--- src/rtl/imem_dmem_arbiter.sv ---
// Shares one memory port between instruction fetch and data access: one outstanding transaction, D-priority with an I-starvation guard.
// Define ARB_ROUND_ROBIN_EN to replace the starvation guard with alternating grants on contention.
module imem_dmem_arbiter #(
  parameter int ADDR_W     = 32,
  parameter int DATA_W     = 64,
  parameter int INST_W     = 32,
  parameter int STARVE_MAX = 4
) (
  input  logic                clk,
  input  logic                rst,
  input  logic                i_req_valid_i,
  input  logic [ADDR_W-1:0]   i_addr_i,
  output logic                i_data_valid_o,
  output logic [INST_W-1:0]   i_data_o,
  input  logic                d_req_valid_i,
  input  logic                d_wen_i,
  input  logic [ADDR_W-1:0]   d_addr_i,
  input  logic [DATA_W-1:0]   d_wdata_i,
  input  logic [DATA_W/8-1:0] d_wmask_i,
  output logic                d_data_valid_o,
  output logic [DATA_W-1:0]   d_data_o,
  output logic                mem_req_valid_o,
  input  logic                mem_req_ready_i,
  output logic [ADDR_W-1:0]   mem_addr_o,
  output logic                mem_wen_o,
  output logic [DATA_W-1:0]   mem_wdata_o,
  output logic [DATA_W/8-1:0] mem_wmask_o,
  input  logic                mem_resp_valid_i,
  input  logic [DATA_W-1:0]   mem_rdata_i,
  output logic                busy_o
);
  typedef enum logic [1:0] {IDLE, REQ, WAIT} state_t;
  typedef enum logic {OWN_I, OWN_D} owner_t;

  state_t            state;
  owner_t            owner;
  logic              grant_i;
  logic [INST_W-1:0] inst_sel;
`ifndef ARB_ROUND_ROBIN_EN
  logic [3:0]        starve_cnt;
`endif

  // A 64-bit beat carries two instructions; address bit 2 picks the half.
  generate
    if (DATA_W == 64) begin : g_sel64
      assign inst_sel = mem_addr_o[2] ? mem_rdata_i[63:32] : mem_rdata_i[31:0];
    end else begin : g_sel32
      assign inst_sel = mem_rdata_i[INST_W-1:0];
    end
  endgenerate

  always_comb begin
    grant_i = 1'b0;
    if (i_req_valid_i && !d_req_valid_i)
      grant_i = 1'b1;
    else if (i_req_valid_i && d_req_valid_i)
`ifdef ARB_ROUND_ROBIN_EN
      grant_i = (owner == OWN_D);
`else
      grant_i = (starve_cnt == 4'(STARVE_MAX));
`endif
  end

  always_ff @(posedge clk) begin
    if (!rst) begin
      state           <= IDLE;
      owner           <= OWN_I;
`ifndef ARB_ROUND_ROBIN_EN
      starve_cnt      <= '0;
`endif
      i_data_valid_o  <= 1'b0;
      i_data_o        <= '0;
      d_data_valid_o  <= 1'b0;
      d_data_o        <= '0;
      mem_req_valid_o <= 1'b0;
      mem_addr_o      <= '0;
      mem_wen_o       <= 1'b0;
      mem_wdata_o     <= '0;
      mem_wmask_o     <= '0;
      busy_o          <= 1'b0;
    end else begin
      i_data_valid_o <= 1'b0;
      d_data_valid_o <= 1'b0;
      case (state)
        IDLE: begin
          if (i_req_valid_i || d_req_valid_i) begin
            state           <= REQ;
            busy_o          <= 1'b1;
            mem_req_valid_o <= 1'b1;
            if (grant_i) begin
              owner       <= OWN_I;
              mem_addr_o  <= i_addr_i;
              mem_wen_o   <= 1'b0;
              mem_wdata_o <= '0;
              mem_wmask_o <= '1;
`ifndef ARB_ROUND_ROBIN_EN
              starve_cnt  <= '0;
`endif
            end else begin
              owner       <= OWN_D;
              mem_addr_o  <= d_addr_i;
              mem_wen_o   <= d_wen_i;
              mem_wdata_o <= d_wdata_i;
              mem_wmask_o <= d_wen_i ? d_wmask_i : '1;
`ifndef ARB_ROUND_ROBIN_EN
              if (i_req_valid_i && starve_cnt != 4'(STARVE_MAX))
                starve_cnt <= starve_cnt + 4'd1;
`endif
            end
          end
        end
        REQ: begin
          // Responses here can only be stale leftovers from an abandoned transaction.
          if (mem_req_ready_i) begin
            mem_req_valid_o <= 1'b0;
            state           <= WAIT;
          end
        end
        WAIT: begin
          if (mem_resp_valid_i) begin
            state  <= IDLE;
            busy_o <= 1'b0;
            if (owner == OWN_I) begin
              i_data_valid_o <= 1'b1;
              i_data_o       <= inst_sel;
            end else begin
              d_data_valid_o <= 1'b1;
              d_data_o       <= mem_wen_o ? '0 : mem_rdata_i;
            end
          end
        end
        default: state <= IDLE;
      endcase
    end
  end
endmodule

--- config.mk ---
export PLATFORM = sky130hd
export DESIGN_NAME = imem_dmem_arbiter
export DESIGN_NICKNAME = d
export VERILOG_FILES = /design/src/rtl/imem_dmem_arbiter.sv
export SDC_FILE = /design/constraint.sdc
export NUM_CORES = 1
export LEC_CHECK = 0
export CORE_AREA = 3 3 160 162
export CTS_BUF_LIST = sky130_fd_sc_hd__clkbuf_4 sky130_fd_sc_hd__clkbuf_8
export DETAILED_ROUTE_END_ITERATION = 8
export DIE_AREA = 0 0 163 165
export PLACE_DENSITY = 0.71
export REMOVE_ABC_BUFFERS = 1
export SLEW_MARGIN = 40
export SYNTH_ARGS = -nofsm -noshare
export SYNTH_HDL_FRONTEND = slang
export SYNTH_SLANG_ARGS = --single-unit
--- constraint.sdc ---
create_clock -name clk -period 1.48 [get_ports clk]
set_input_delay 0.222 -clock clk [delete_from_list [all_inputs] [get_ports clk]]
set_output_delay 0.222 -clock clk [all_outputs]
set_load 0.02 [all_outputs]
==> reports/metrics.cfg, run 1 <==
[detailed_routing]
wl_um=30500
first_pass_iters=4
drc=0
routedWlPerCell_um=18.7
viasPerCell=4.96
via_count=8101
drtIter0Drc=444
antenna_left=0

[synth]
ys_seq_area_share_pct=53.3
synthTopCellsByArea=dfxtp_1 (53%), a21oi_1 (8.6%), a22o_1 (6.8%), nand2_1 (4.9%), nand3_1 (4.2%)
synth-warning-count=0
postSynthCellCount=853
ys.flop_type=dfxtp_1
yosysMostFrequentCell=dfxtp_1
ys_types=31
synth_edf_count=0
netlist_area_sq_um=7970
yosys_register_bits=212
syn_area_per_cell_sq_um=9.34
synth_top_cells_by_count=dfxtp_1 (212), a21oi_1 (137), nand2_1 (103)
synth_async_sr_flop_share_pct=0
yosys.area.top_type=dfxtp_1
synth_top_area_share_pct=53.3

[sta]
fmax_ghz=0.672
period_share_pct=101
skew_ps=11.8
slew_viol_final=0
finalWorstSetupSlack_ps=-7.98
rsz0062_at_grt=yes
final-hold-violation-count=0
worst_slew_pin_slew_ps=416
hold_slack_ps=255
period_needed_ps=1490
setup_viol=2
relSlewSlack_pct=72.3

[power]
power.internal_mw=10.5
p_per_area_nw_per_um2=1060
p_total_mw=14.5
peakVddDrop_uv=841
seqPwrFrac_pct=42.5
p_switching_mw=3.99
combinationalPowerShare_pct=20.1
switching_share_pct=27.5
leakage_nw=5.87
clkPwrFrac_pct=37.4

[setup_path]
start_kind=flip-flop
worstPathRequired_ps=1860
crit_path_max_fanout=13
crit_arrival_ps=1870
r2r.worst_path.cells=8
crit_path_end_kind=flip-flop
critical_path_class=reg2reg

[clocking]
clock_latency_ps=520
cts_buffer_depth=3
cts_made_buffers=38
cts_max_level=2
clock-root-buffer=clkbuf_8
cts.sinks=212
path_clk_slew_ps=60
cts_tree=built

[layout]
drive_gt1_share_pct=14.7
final_cells=1633
area_delta_synth_final_pct=71.6
nFillCells=2212
stdcell_area_sq_um=13700
final_nets=1500

[global_route]
grt.overflow.total=0
grt.total_usage_pct=20.6
grt_max_degree=63
grt_pass1_vias=8059
antenna_found_initial=2
grt_pass1_wl_um=44200

[run_status]
status=finished with violations
violations=setup timing

[floorplan]
initial_core_util_pct=32.8
die_h_um=165
die-area_sq_um=26900
ioPinCount=412
die_w_um=163
placeableCoreArea_sq_um=24200
rows=57

[flow_run]
max_cap_violations=0

[worst_hold_path]
holdPathStages=3
hp-class=in2reg

[place]
dp_hpwl_um=20400
place_inst=1557
place_congestion=0.816
port-buffer-count=411
dpl_cell_area_sq_um=12600

state kept, by name, summed over array words and instances (netlist names):
signal and cells:
mem_addr_o 32, d_data_o 64, d_data_valid_o 1, state 2
owner 1, mem_req_valid_o 1, busy_o 1, starve_cnt 4
mem_wdata_o 64, i_data_o 32, mem_wen_o 1, i_data_valid_o 1
mem_wmask_o 8
cells in the final DEF (no fill, tap or decap), types with 2 or more instances in the layout:
master	synthesis	final
a21oi_1	137	134
nand4_1	3	3
buf_8	0	3
nand3b_4	2	2
clkdlybuf4s15_2	0	5
nor3_1	2	2
clkbuf_2	0	10
buf_4	5	37
a31oi_1	9	6
nor2_4	2	2
nand3_1	67	39
nor3b_1	3	3
clkbuf_16	0	7
nand3_2	0	27
nor2_1	48	48
dfxtp_2	0	3
a22o_1	62	62
a31oi_4	0	2
clkbuf_4	0	7
mux2i_1	32	32
buf_16	0	3
a211oi_1	33	33
inv_2	0	2
clkbuf_8	0	46
dfxtp_1	212	208
clkdlybuf4s50_1	0	206
nand2_1	103	102
buf_12	0	17
diode_2	0	2
a21oi_2	0	3
dlygate4sd2_1	0	145
o21ai_0	42	42
clkdlybuf4s15_1	0	45
routing by layer:
| layer | wire length [um] | share of wire, % | up-vias | track usage (%) |
|---|---|---|---|---|
| met2 | 15200 | 50 | 292 | 35.2 |
| met1 | 12300 | 40 | 3815 | 25.1 |
| met4 | 966 | 3.2 | 0 | 8.04 |
| met3 | 2040 | 6.7 | 70 | 5.02 |
| li1 | - | - | 3924 | - |
| met5 | 0 | 0 | - | 0 |
logic make-up (layout without fill, tap and decap cells):
kind of cell / Yosys count / after routing / synth area share [%]
buffers and inverters: 83 / 537 / 6.32
adders and majority gates: 2 / 2 / 0.314
DFF: 212 / 212 / 53.3
muxes: 32 / 32 / 4.02
other: 0 / 2 / 0
AOI/OAI and AO/OA: 287 / 287 / 22.4
and+or+nand+nor: 237 / 237 / 13.7
what timing repair did:
| action | CTS | global route |
|---|---|---|
| pin swaps | 4 | 11 |
| hold buffers | 0 | 0 |
| setup buffers | 0 | 8 |
| gates resized for setup | 239 | 94 |
| cloned | 3 | 8 |
| endpoints found under the setup margin | 298 | 198 |
path summary, 6_finish.rpt:
check | to | slack (ps) | from
max reg2reg | mem_wdata_o[41] | -8 | starve_cnt[1]
min reg2reg | mem_wdata_o[14] | 450 | mem_wdata_o[14]
min | mem_addr_o[5] | 260 | d_addr_i[5]
max | mem_wdata_o[41] | -8 | starve_cnt[1]
through the flow:
stage	setup TNS (ps)	setup WS [ps]	util, %
2_1_floorplan	-239220	-1420	-
3_3_place_gp	-41610	-299	52.0
3_5_place_dp	-46400	-341	52.0
4_1_cts	-466	-73.8	54.5
5_1_grt	-3030	-79.7	56.4
6_report	-9.72	-7.98	56.4
critical path, stage by stage, from the launching register on:
cell	delay (ps)
dfxtp_2	320
inv_2	60
ha_4	150
nand3b_4	100
a21bo_4	260
buf_4	160
buf_12	150
nand3_1	80
a21oi_1	70
layout make-up:
type                            instances  area (sq um)  area share (%)
Sequential cell                       212          4250            31.1
Clock inverter                          3          42.5           0.311
Inverter                                3          13.8           0.101
Antenna cell                            2          5.00          0.0366
Clock buffer                           53           686            5.02
Tap cell                              324           405            2.97
Multi-Input combinational cell        558          3460            25.3
Timing Repair Buffer                  478          4810            35.2
power by group through the flow:
stage	Sequential, mW	Clock [mW]	Combinational, mW
after global routing	6.20	5.84	3.13
after global placement	6.29	0	2.87
after floorplan	6.68	0	0.773
after CTS	6.17	5.59	2.76
after detailed placement	6.30	0	2.89
final	6.17	5.42	2.92
Power figures use the tool's default switching activity.
==> run 2, diff against run 1 <==
--- a/config.mk
+++ b/config.mk
@@ -5,11 +5,12 @@
 export SDC_FILE = /design/constraint.sdc
 export NUM_CORES = 1
 export LEC_CHECK = 0
+export ABC_AREA = 1
 export CORE_AREA = 3 3 160 162
 export CTS_BUF_LIST = sky130_fd_sc_hd__clkbuf_4 sky130_fd_sc_hd__clkbuf_8
 export DETAILED_ROUTE_END_ITERATION = 8
 export DIE_AREA = 0 0 163 165
-export PLACE_DENSITY = 0.71
+export PLACE_DENSITY = 0.73
 export REMOVE_ABC_BUFFERS = 1
 export SLEW_MARGIN = 40
 export SYNTH_ARGS = -nofsm -noshare
==> reports/metrics.cfg, run 2 <==
[global_route]
grt_pass1_wl_um=48800
grt_pass1_vias=9264
grt.overflow.total=0
antenna_found_initial=0
grt_max_degree=65
grt.total_usage_pct=22.7

[clocking]
cts_max_level=2
cts_buffer_depth=3
cts.sinks=212
cts_tree=built
clock_latency_ps=520
holdBufCountCts=0
path_clk_slew_ps=60
clock-root-buffer=clkbuf_8
cts_made_buffers=37

[setup_path]
cp_cell_sequence=inv_2 > nor2_4 > nand2_4 > nor2_4 > nand2_4 > clkbuf_16 > o21ai_0
critical_path_class=reg2reg
worstPathRequired_ps=1920
r2r_slack_ps=40
crit_arrival_ps=1880
start_kind=flip-flop
critPathMaxStageDelay_ps=360
r2r-start=state[1]
startpoint=state[1]
slowest_stage=dfxtp_4
crit_path_end_kind=flip-flop
worst-path-buf-inv=2
crit_path_max_fanout=25
critical_path.top_delay_family=simple AND/OR/NAND/NOR gates

[synth]
yosysMostFrequentCell=nand2_1
synth_async_sr_flop_share_pct=0
ys_seq_area_share_pct=49.3
synth_top_cells_by_count=nand2_1 (312), dfxtp_1 (212), nand3_1 (195)
synth_edf_count=0
syn_area_per_cell_sq_um=7.08
yosys_register_bits=212
synth-warning-count=0
synth_top_area_share_pct=49.3
ys.flop_type=dfxtp_1
yosys.area.top_type=dfxtp_1
ys_types=24
postSynthCellCount=1216
netlist_area_sq_um=8610
synthTopCellsByArea=dfxtp_1 (49%), nand2_1 (14%), nand3_1 (11%), nor2_1 (6.5%), o21ai_0 (4.9%)

[sta]
finalSetupTns_ps=0
worst_slew_pin_slew_ps=390
rsz0062_at_grt=yes
hold_slack_ps=47.3
period_share_pct=97.0
skew_ps=11.3
period_needed_ps=1440
relSlewSlack_pct=74.0
fmax_ghz=0.696
slew_viol_final=0
setup_viol=0
final-hold-violation-count=0

[layout]
layout_commonest_cell=nand2_1
layout_common_cells=nand2_1 (310), dfxtp_1 (207), clkdlybuf4s50_1 (205), nand3_1 (194), nor2_1 (145)
area_delta_synth_final_pct=67.5
drive_gt1_share_pct=12.9
final_nets=1852
top_regs=d_data_o (64), mem_wdata_o (64)

[detailed_routing]
first_pass_iters=6
drtIter0Drc=665
antenna_left=0
viasPerCell=4.91
routedWlPerCell_um=16.9
wl_um=33800
drc=0
via_count=9790

[place]
place_congestion=0.830
port-buffer-count=411
dp_hpwl_um=23600

[power]
p_per_area_nw_per_um2=1060
leakage_nw=6.78
peakVddDrop_uv=784

[floorplan]
die-area_sq_um=26900
initial_core_util_pct=35.5
die_h_um=165
placeableCoreArea_sq_um=24200
rows=57
ioPinCount=412
die_w_um=163

[flow_run]
max_cap_violations=0

[worst_hold_path]
min_from=rst
hp-class=in2reg

[run_status]
status=finished clean

run 2: changes by cell type after synthesis, sizes merged, moves of 30 or more:
cell,previous run,this run
a211oi,33,0
clkbuf,32,62
mux2i,32,0
o21ai,43,98
nand2,103,314
a22o,62,0
inv,3,62
a21oi,137,75
nor2,50,150
nand3,67,195
run 2: what timing repair did:
item | 4_1_cts | 5_1_grt
pin swaps | 3 | 8
resized for setup | 290 | 159
gates cloned | 2 | 7
hold endpoints to repair | 0 | 0
setup buffers | 1 | 4
setup endpoints to repair | 265 | 279
run 2: where the power goes:
part	internal [mW]	switching [mW]	leakage [nW]
Clock	3.40	2.43	0.431
Sequential	6.02	0.173	1.73
Combinational	1.51	1.75	4.62
run 2: logic make-up after synthesis:
kind of cell | count (synthesis) | share of synthesized area [%]
and+or+nand+nor | 670 | 32.6
DFF | 212 | 49.3
AOI/OAI and AO/OA | 173 | 10.2
buffers and inverters | 158 | 7.55
adders and majority gates | 2 | 0.291
xor gates and xnor gates | 1 | 0.102
run 2: worst paths after layout:
kind | end | cells past startpoint
max | d_data_o[54] | 7
min | i_data_o[13] | 3
max reg2reg | d_data_o[54] | 7
min reg2reg | mem_wdata_o[6] | 2
run 2: layout make-up:
cell class                      count  area [sq um]
Fill cell                        2215          9820
Timing Repair Buffer              482          4850
Sequential cell                   212          4260
Multi-Input combinational cell    847          3850
Clock buffer                       60           751
Tap cell                          324           405
Inverter                           63           246
Clock inverter                      6          65.1
Antenna cell                        1          2.50
run 2: routing by layer:
layer	wire length (um)	GRT usage [%]	share of wire, %
met1	12600	24.8	37
met4	1440	11.1	4.3
met5	0	0	0
met3	3250	8.18	9.6
met2	16500	39.2	49
run 2: through the flow:
stage          worst slack (ps)  area [sq um]  cells  util [%]  power (mW)
2_1_floorplan             -1820          8200   1121         -        7.67
3_3_place_gp               -164         13400   1914      55.1        9.54
3_5_place_dp               -216         13400   1914      55.1        9.57
4_1_cts                   -26.6         14100   1983      58.3        15.3
5_1_grt                   -47.1         14400   1994      59.5        16.0
6_report                   44.1         14400   1995      59.5        15.3
run 2: worst register-to-register path, cell delays in order (launching register included):
cell and delay, ps:
dfxtp_4 360, inv_2 60, nor2_4 140, nand2_4 90, nor2_4 220, nand2_4 120, clkbuf_16 220, o21ai_0 160
